<file path="config.mk">
export PLATFORM = sky130hd
export DESIGN_NAME = perf_counter_multi
export DESIGN_NICKNAME = d
export VERILOG_FILES = /design/src/rtl/perf_counter_multi.sv
export SDC_FILE = /design/constraint.sdc
export NUM_CORES = 2
export LEC_CHECK = 0
export BUFFER_PORTS_ARGS = -buffer_cell sky130_fd_sc_hd__buf_2
export CORE_ASPECT_RATIO = 1.75
export CORE_UTILIZATION = 60
export CTS_CLUSTER_SIZE = 24
export DETAILED_ROUTE_END_ITERATION = 10
export PLACE_DENSITY = 0.76
export SYNTH_ARGS = -nofsm -noshare
export SYNTH_HDL_FRONTEND = slang
export SYNTH_SLANG_ARGS = --single-unit
</file>
<file path="constraint.sdc">
create_clock -name clk -period 7.1 [get_ports clk]
set_input_delay 1.42 -clock clk [delete_from_list [all_inputs] [get_ports clk]]
set_output_delay 1.42 -clock clk [all_outputs]
set_load 0.02 [all_outputs]
</file>
<file path="src/rtl/perf_counter_multi.sv">
// Avalon-MM profiling counters: per-section cycle/entry counters, all gated by section 0's run bit.
// Read latency 1 cycle (readdata registered from address every clock); no waitrequest, so the slave never backpressures.
module perf_counter_multi #(
  parameter int NUM_SECTIONS = 8,
  parameter int TIME_WIDTH   = 64,
  parameter int EVENT_WIDTH  = 32,
  parameter bit SATURATE     = 1'b0,
  parameter int ADDR_WIDTH   = 5
) (
  input  logic                  clk,
  input  logic                  reset,
  input  logic [ADDR_WIDTH-1:0] address,
  input  logic                  begintransfer,
  input  logic                  read,
  input  logic                  write,
  input  logic [31:0]           writedata,
  output logic [31:0]           readdata
);
  localparam int SNAP_WIDTH = TIME_WIDTH - 32;

  logic [TIME_WIDTH-1:0]   time_cnt  [NUM_SECTIONS];
  logic [EVENT_WIDTH-1:0]  event_cnt [NUM_SECTIONS];
  logic [SNAP_WIDTH-1:0]   snap      [NUM_SECTIONS];
  logic [NUM_SECTIONS-1:0] run;
  logic [NUM_SECTIONS-1:0] ovf;

  logic [ADDR_WIDTH+1:0]   addr_ext;
  logic [ADDR_WIDTH-1:0]   sec;
  logic [1:0]              reg_sel;
  logic                    wr_s;
  logic                    rd_s;
  logic                    gr;
  logic                    gen;
  logic [NUM_SECTIONS-1:0] sel;
  logic [NUM_SECTIONS-1:0] go;
  logic [NUM_SECTIONS-1:0] stop;
  logic [NUM_SECTIONS-1:0] ovf_clr;
  logic [NUM_SECTIONS-1:0] time_inc;
  logic [NUM_SECTIONS-1:0] event_inc;
  logic [NUM_SECTIONS-1:0] ovf_set;
  logic [31:0]             rd_mux;
  logic                    unused_writedata;

  // Zero-padding keeps the section/register split legal for the smallest address widths.
  assign addr_ext         = {2'b00, address};
  assign sec              = addr_ext[ADDR_WIDTH+1:2];
  assign reg_sel          = addr_ext[1:0];
  assign wr_s             = write && begintransfer;
  assign rd_s             = read && begintransfer;
  assign unused_writedata = ^writedata[31:2];

  // Sections at or above NUM_SECTIONS match no sel bit, so they read 0 and ignore writes.
  always_comb begin
    for (int s = 0; s < NUM_SECTIONS; s++) begin
      sel[s]     = (int'(sec) == s);
      go[s]      = wr_s && sel[s] && (reg_sel == 2'd1);
      stop[s]    = wr_s && sel[s] && (reg_sel == 2'd0);
      ovf_clr[s] = wr_s && sel[s] && (reg_sel == 2'd3) && writedata[1];
    end
  end

  assign gr  = stop[0] && writedata[0];
  assign gen = run[0] || go[0];

  always_comb begin
    for (int s = 0; s < NUM_SECTIONS; s++) begin
      time_inc[s]  = run[s] && gen;
      event_inc[s] = go[s] && gen;
      ovf_set[s]   = (time_inc[s] && (&time_cnt[s])) || (event_inc[s] && (&event_cnt[s]));
    end
  end

  always_ff @(posedge clk) begin
    for (int s = 0; s < NUM_SECTIONS; s++) begin
      if (reset || gr) begin
        time_cnt[s]  <= '0;
        event_cnt[s] <= '0;
        snap[s]      <= '0;
        run[s]       <= 1'b0;
        ovf[s]       <= 1'b0;
      end else begin
        if (time_inc[s] && !(SATURATE && (&time_cnt[s])))
          time_cnt[s] <= time_cnt[s] + TIME_WIDTH'(1);
        if (event_inc[s] && !(SATURATE && (&event_cnt[s])))
          event_cnt[s] <= event_cnt[s] + EVENT_WIDTH'(1);
        // A new overflow outranks a software clear landing in the same cycle.
        if (ovf_set[s])
          ovf[s] <= 1'b1;
        else if (ovf_clr[s])
          ovf[s] <= 1'b0;
        if (go[s])
          run[s] <= 1'b1;
        else if (stop[s])
          run[s] <= 1'b0;
        if (rd_s && sel[s] && (reg_sel == 2'd0))
          snap[s] <= time_cnt[s][TIME_WIDTH-1:32];
      end
    end
  end

  always_comb begin
    rd_mux = '0;
    for (int s = 0; s < NUM_SECTIONS; s++) begin
      if (sel[s]) begin
        case (reg_sel)
          2'd0:    rd_mux = time_cnt[s][31:0];
          2'd1:    rd_mux = 32'(snap[s]);
          2'd2:    rd_mux = 32'(event_cnt[s]);
          default: rd_mux = {30'b0, ovf[s], run[s]};
        endcase
      end
    end
  end

  always_ff @(posedge clk) begin
    if (reset)
      readdata <= '0;
    else
      readdata <= rd_mux;
  end

endmodule

</file>
### Word level (Yosys, flattened, before mapping)

Memory sizes are Yosys's and may differ from the RTL's.
Index checks and enable logic that the tools add are counted.
W data, S select, Z words.

| storage, ports and cells | value |
|---|---|
| memory bits (writable) | 1024 |
| memories kept | 3 |
| word-level logic and storage cells | 351 |
| input port bits | 42 |
| register bits after elaboration | 48 |
| output and inout port bits | 32 |

Memories:

| memory | depth | width | rd ports | clocked after Yosys merged registers in | write ports | RTL line | RTL |
|---|---|---|---|---|---|---|---|
| time_cnt | 8 | 64 | 8 | 0 | 8 | 21 | `logic [TIME_WIDTH-1:0] time_cnt [NUM_SECTIONS];` |
| event_cnt | 8 | 32 | 8 | 0 | 8 | 22 | `logic [EVENT_WIDTH-1:0] event_cnt [NUM_SECTIONS];` |
| snap | 8 | 32 | 8 | 0 | 8 | 23 | `logic [SNAP_WIDTH-1:0] snap [NUM_SECTIONS];` |

| operators by class | value |
|---|---|
| reduce and logical (&&, ||, !) cells | 135 |
| add/sub/neg operators | 16 |
| equal/unequal tests | 10 |
| multiplexer cells | 146 |
| bitwise logic cells | 24 |

Operators by type and width:

| operator | number |
|---|---|
| $mux W32 | 24 |
| $pmux W32 S3 | 8 |
| $add A64 B1 Y64 const B | 8 |
| $mux W64 | 8 |
| $reduce_and A64 Y1 | 8 |
| $add A32 B1 Y32 const B | 8 |
| $reduce_and A32 Y1 | 8 |
| $mux W1 | 106 |
| $logic_and A1 B1 Y1 | 91 |
| $reduce_bool A2 Y1 | 16 |
| $or A1 B1 Y1 | 24 |
| $eq A3 B3 Y1 const B | 4 |
| $logic_or A1 B1 Y1 | 10 |
| $eq A3 B2 Y1 const B | 2 |
| $logic_not A5 Y1 | 1 |
| $eq A2 B2 Y1 const B | 2 |
| $eq A3 B1 Y1 const B | 1 |
| $eq A2 B1 Y1 const B | 1 |
| $logic_not A2 Y1 | 1 |

### Logic depth before layout (Yosys ltp)

| logic depth | value |
|---|---|
| word-level depth | 10 |
| depth in mapped cells | 9 |
| depth with buffers taken out | 6 |

### Worst setup path before layout

No wires, ideal clock.

| timing path | value |
|---|---|
| path kind | in2reg |
| from | input port address[3] |
| to | memory event_cnt[3][4], in the netlist event_cnt[0][100] (enable) |
| stages | 6 |
| path buffers | 4 |
| slack | 1.779 ns |
| arrival time | 4.855 ns |
| setup time | 0.466 ns |
| data required time | 6.634 ns |
| path through | clkbuf_1 clkbuf_1 clkbuf_1 nand3b_1 clkbuf_1 o21ai_0 |

RTL lines:

| element | RTL line | RTL |
|---|---|---|
| start, declared | 12 | `input logic [ADDR_WIDTH-1:0] address,` |
| end, declared | 22 |  |

==> summary.txt <==
Critical path
  • Worst-path cell chain: clkbuf_8 -> and4b_1 -> o21ai_2 -> buf_4 -> nor2_1 -> nand2_1 -> nor2_1
  • CP max stage delay: 1.03 ns
  • Critical Path Sink Type: register
  • R2R depth: 5
  • R2r setup slk: 3.38 ns
  • Startpoint Class: input port
  • Worst Path Max Fanout: 69
  • Reg2reg end: event_cnt[0][52]
  • Critical Path RT: between 7 and 8 ns
  • Bufs and invs on worst path: 2
  • CP Class: in2reg
  • CP Data Arrival Time: between 5 and 6 ns
  • Reg2reg start: run[0]
  • CP top delay family: simple AND/OR/NAND/NOR gates
  • CP max stage cell: nand2_1
  • Crit-path most repeated cell: nor2_1

Finish
  • FILL cells: roughly 7900
  • Register area: approximately 32000 µm²
  • Layout cells sized above 1: 0.0659
  • Layout area overhead: 7.97%
  • Post-route cell area: about 66000 µm²
  • Nets@finish: 5848
  • Area of the multi-input gates: between 20000 and 30000 µm²

Synthesis
  • Post-synth EDFFs: about 1000
  • Post-synth cell types: slightly below 80
  • Mapped Area: slightly above 60000 µm²
  • Seq/Total Area, Yosys: 0.521
  • Syn Nets: around 5900
  • Most used DFF post-synth: edfxtp_1
  • Largest cells by area after synthesis: edfxtp_1 (51%), nor2_1 (5.0%), xor2_1 (4.3%)
  • Synth Area per Inst: just over 10 µm²
  • Post-synth top area cell: edfxtp_1
  • Synth Register Bits: about 1100
  • FFs w/ async S/R, synth: 0
  • Synth warnings: 0
  • Post-Synthesis Cells: slightly below 6000
  • Share of the synthesized area in the top cell type: 0.505

STA
  • Final WS setup: between 2 and 2.5 ns
  • Setup_tns: 0 ns
  • Ratio of final minimum period to clock period: 0.668
  • Max Slew Vio Count: 1
  • RSZ-0062 raised after global routing: false
  • Final min period: roughly 4.7 ns
  • Slew at the pin closest to its max-slew limit: around 1.5 ns
  • Max Fclk: 211 MHz
  • Final Skew: between 0.03 and 0.04 ns
  • Final Hold Fails: 0
  • # setup viols final: 0
  • Rel. slew slack: -0.0128

Placement
  • Gpl congestion: about 1.1
  • Hpwl dp: 142000 µm
  • Port bufs: 43
  • Area post-placement: around 62000 µm²
  • Pre-CTS WS: approximately 1.8 ns

Clocking
  • CTS tree: yes
  • Clock Sinks: roughly 1100
  • # Post-CTS Setup Buffers: 0
  • Clk slew on worst S/H paths: ~0.070 ns
  • Post-CTS Resized: 0
  • TritonCTS buffer count: 100
  • Worst-Skew Late Latency: 0.73 ns
  • Root Driver: clkbuf_16
  • Clk buf depth: 3
  • H-tree depth: 3
  • CTS Hold Bufs: 0

Die
  • Die Footprint: a little over 100000 µm²
  • Die width: 243 µm
  • Rows: 154
  • Die Y: 423 µm
  • # IOs: between 70 and 80
  • Initial Util: 0.605
  • Core Region: approximately 100000 µm²

Route
  • Via count: between 40000 and 50000
  • Vias per inst: between 6 and 7
  • DR pass1 iterations: 6
  • DRT antenna net count: 0
  • Final WL: between 150000 and 200000 µm
  • First-iteration detailed-routing DRC count: between 5000 and 6000
  • # DRC: 0
  • Post-DR wirelength/cell: 27.4 µm

Worst hold path
  • Hold Startpoint: run[2]
  • Worst Hold Depth: 2
  • Worst Hold Class: reg2reg
  • Hold Crit Endpoint: run[2]

GRT
  • Met1 Use GR: 0.404
  • Global-route wire length before repair: 294000 µm
  • GRT Max-Usage Layer: met2
  • Vias in the first global route: about 47000
  • GR Util met2: 0.635
  • M3 GR Usage: 0.0727
  • Initial antenna violation count: 13
  • Largest net degree at the start of global routing: between 100 and 150
  • GRT Resource Usage Total: 0.381
  • Grt ovf: 0

Pwr
  • P_leak: between 20 and 25 nW
  • Max VDD drop: ~0.19 mV
  • Power Density: around 210 nW/µm²

Run status
  • Failing checks: max-capacitance violations, max-slew violations
  • Status: finished, violations left

Flow run
  • Max Cap Violations: 1
==> registers in the layout, indices dropped and copies added (netlist names) <==
register	flops
ovf	8
snap	256
run	8
event_cnt	256
time_cnt	512
readdata	32
==> cells in the mapped netlist (31+ instances only) <==
| cell | n |
|---|---|
| nor4_1 | 81 |
| o21ai_0 | 100 |
| a211oi_1 | 90 |
| nor3_1 | 137 |
| and3_1 | 96 |
| nand3_1 | 289 |
| o211a_1 | 31 |
| xnor2_1 | 201 |
| a21oi_1 | 367 |
| nand2_1 | 350 |
| inv_1 | 83 |
| or3_1 | 81 |
| nand4_1 | 280 |
| xor2_1 | 296 |
| or4_1 | 161 |
| and4_1 | 72 |
| o31ai_1 | 131 |
| and2_1 | 257 |
| nor2_1 | 807 |
| clkbuf_1 | 270 |
| dfxtp_1 | 48 |
| buf_1 | 41 |
| mux2i_1 | 249 |
| edfxtp_1 | 1024 |
==> report_power, final <==
part / internal (mW) / leakage (nW) / switching (mW)
Combinational: 0.274 / 8.56 / 0.708
Sequential: 7.14 / 11.0 / 0.269
Clock: 3.13 / 1.62 / 2.48
==> worst min-delay path, delay by kind of cell (launching register included) <==
kind,cells,cell delay (ns)
AO/OA/AOI/OAI,2,0.15
flip-flops,1,0.36
==> cell families (layout without fill, tap and decap cells) <==
logic type      after synthesis  count (layout)  synth area share
compound gates              918             918            0.0987
other cells                   0               8                 0
simple gates               2690            2690             0.230
xor+xnor                    497             497            0.0715
flops                      1072            1072             0.521
fa+ha+maj                    16              16           0.00329
buf+inv                     431             415            0.0279
mux                         267             267            0.0471
==> through the flow <==
stage,util,hold WS (ns),total power [mW],std cells
floorplan,-,0.485,8.01,5891
CTS,0.653,0.560,14.0,7201
detailed placement,0.620,0.551,8.47,7014
global route,0.653,0.593,14.3,7201
global placement,0.620,0.540,8.45,7014
finish,0.653,0.566,14.0,7209
==> worst max-delay path by stage <==
stage	cells after the start	start	to
floorplan	6	address[3]	event_cnt[0][100]
global placement	7	address[1]	time_cnt[0][170]
detailed placement	8	address[0]	event_cnt[0][127]
CTS	8	address[0]	event_cnt[1][29]
global route	8	address[0]	event_cnt[0][95]
finish	7	address[0]	event_cnt[0][52]
==> cell usage in the layout (no fill, tap or decap), types with 80 or more instances in the layout <==
cell / n
buf_4: 100
nand2_1: 341
a211oi_1: 90
inv_1: 83
nor3_1: 137
nor4_1: 80
xor2_1: 296
or3_1: 81
nand4_1: 280
and2_1: 257
nor2_1: 802
clkbuf_16: 103
xnor2_1: 201
or4_1: 161
o21ai_0: 85
nand3_1: 289
a21oi_1: 367
edfxtp_1: 1024
o31ai_1: 131
mux2i_1: 249
and3_1: 96
==> routing by layer <==
layer | vias up | share of wire
met5 | - | 0.00056
met4 | 16 | 0.11
met3 | 704 | 0.078
met2 | 2455 | 0.49
met1 | 24000 | 0.33
li1 | 22000 | -
==> area by class of cell <==
class / instances / area share
inverter: 83 / 0.00474
sequential: 1072 / 0.483
clock inverter: 56 / 0.00838
multi-input combinational: 4388 / 0.421
timing repair buffer: 145 / 0.0158
antenna: 8 / 0.000305
tap: 1326 / 0.0253
clock buffer: 131 / 0.0419
Power figures use the tool's default switching activity.
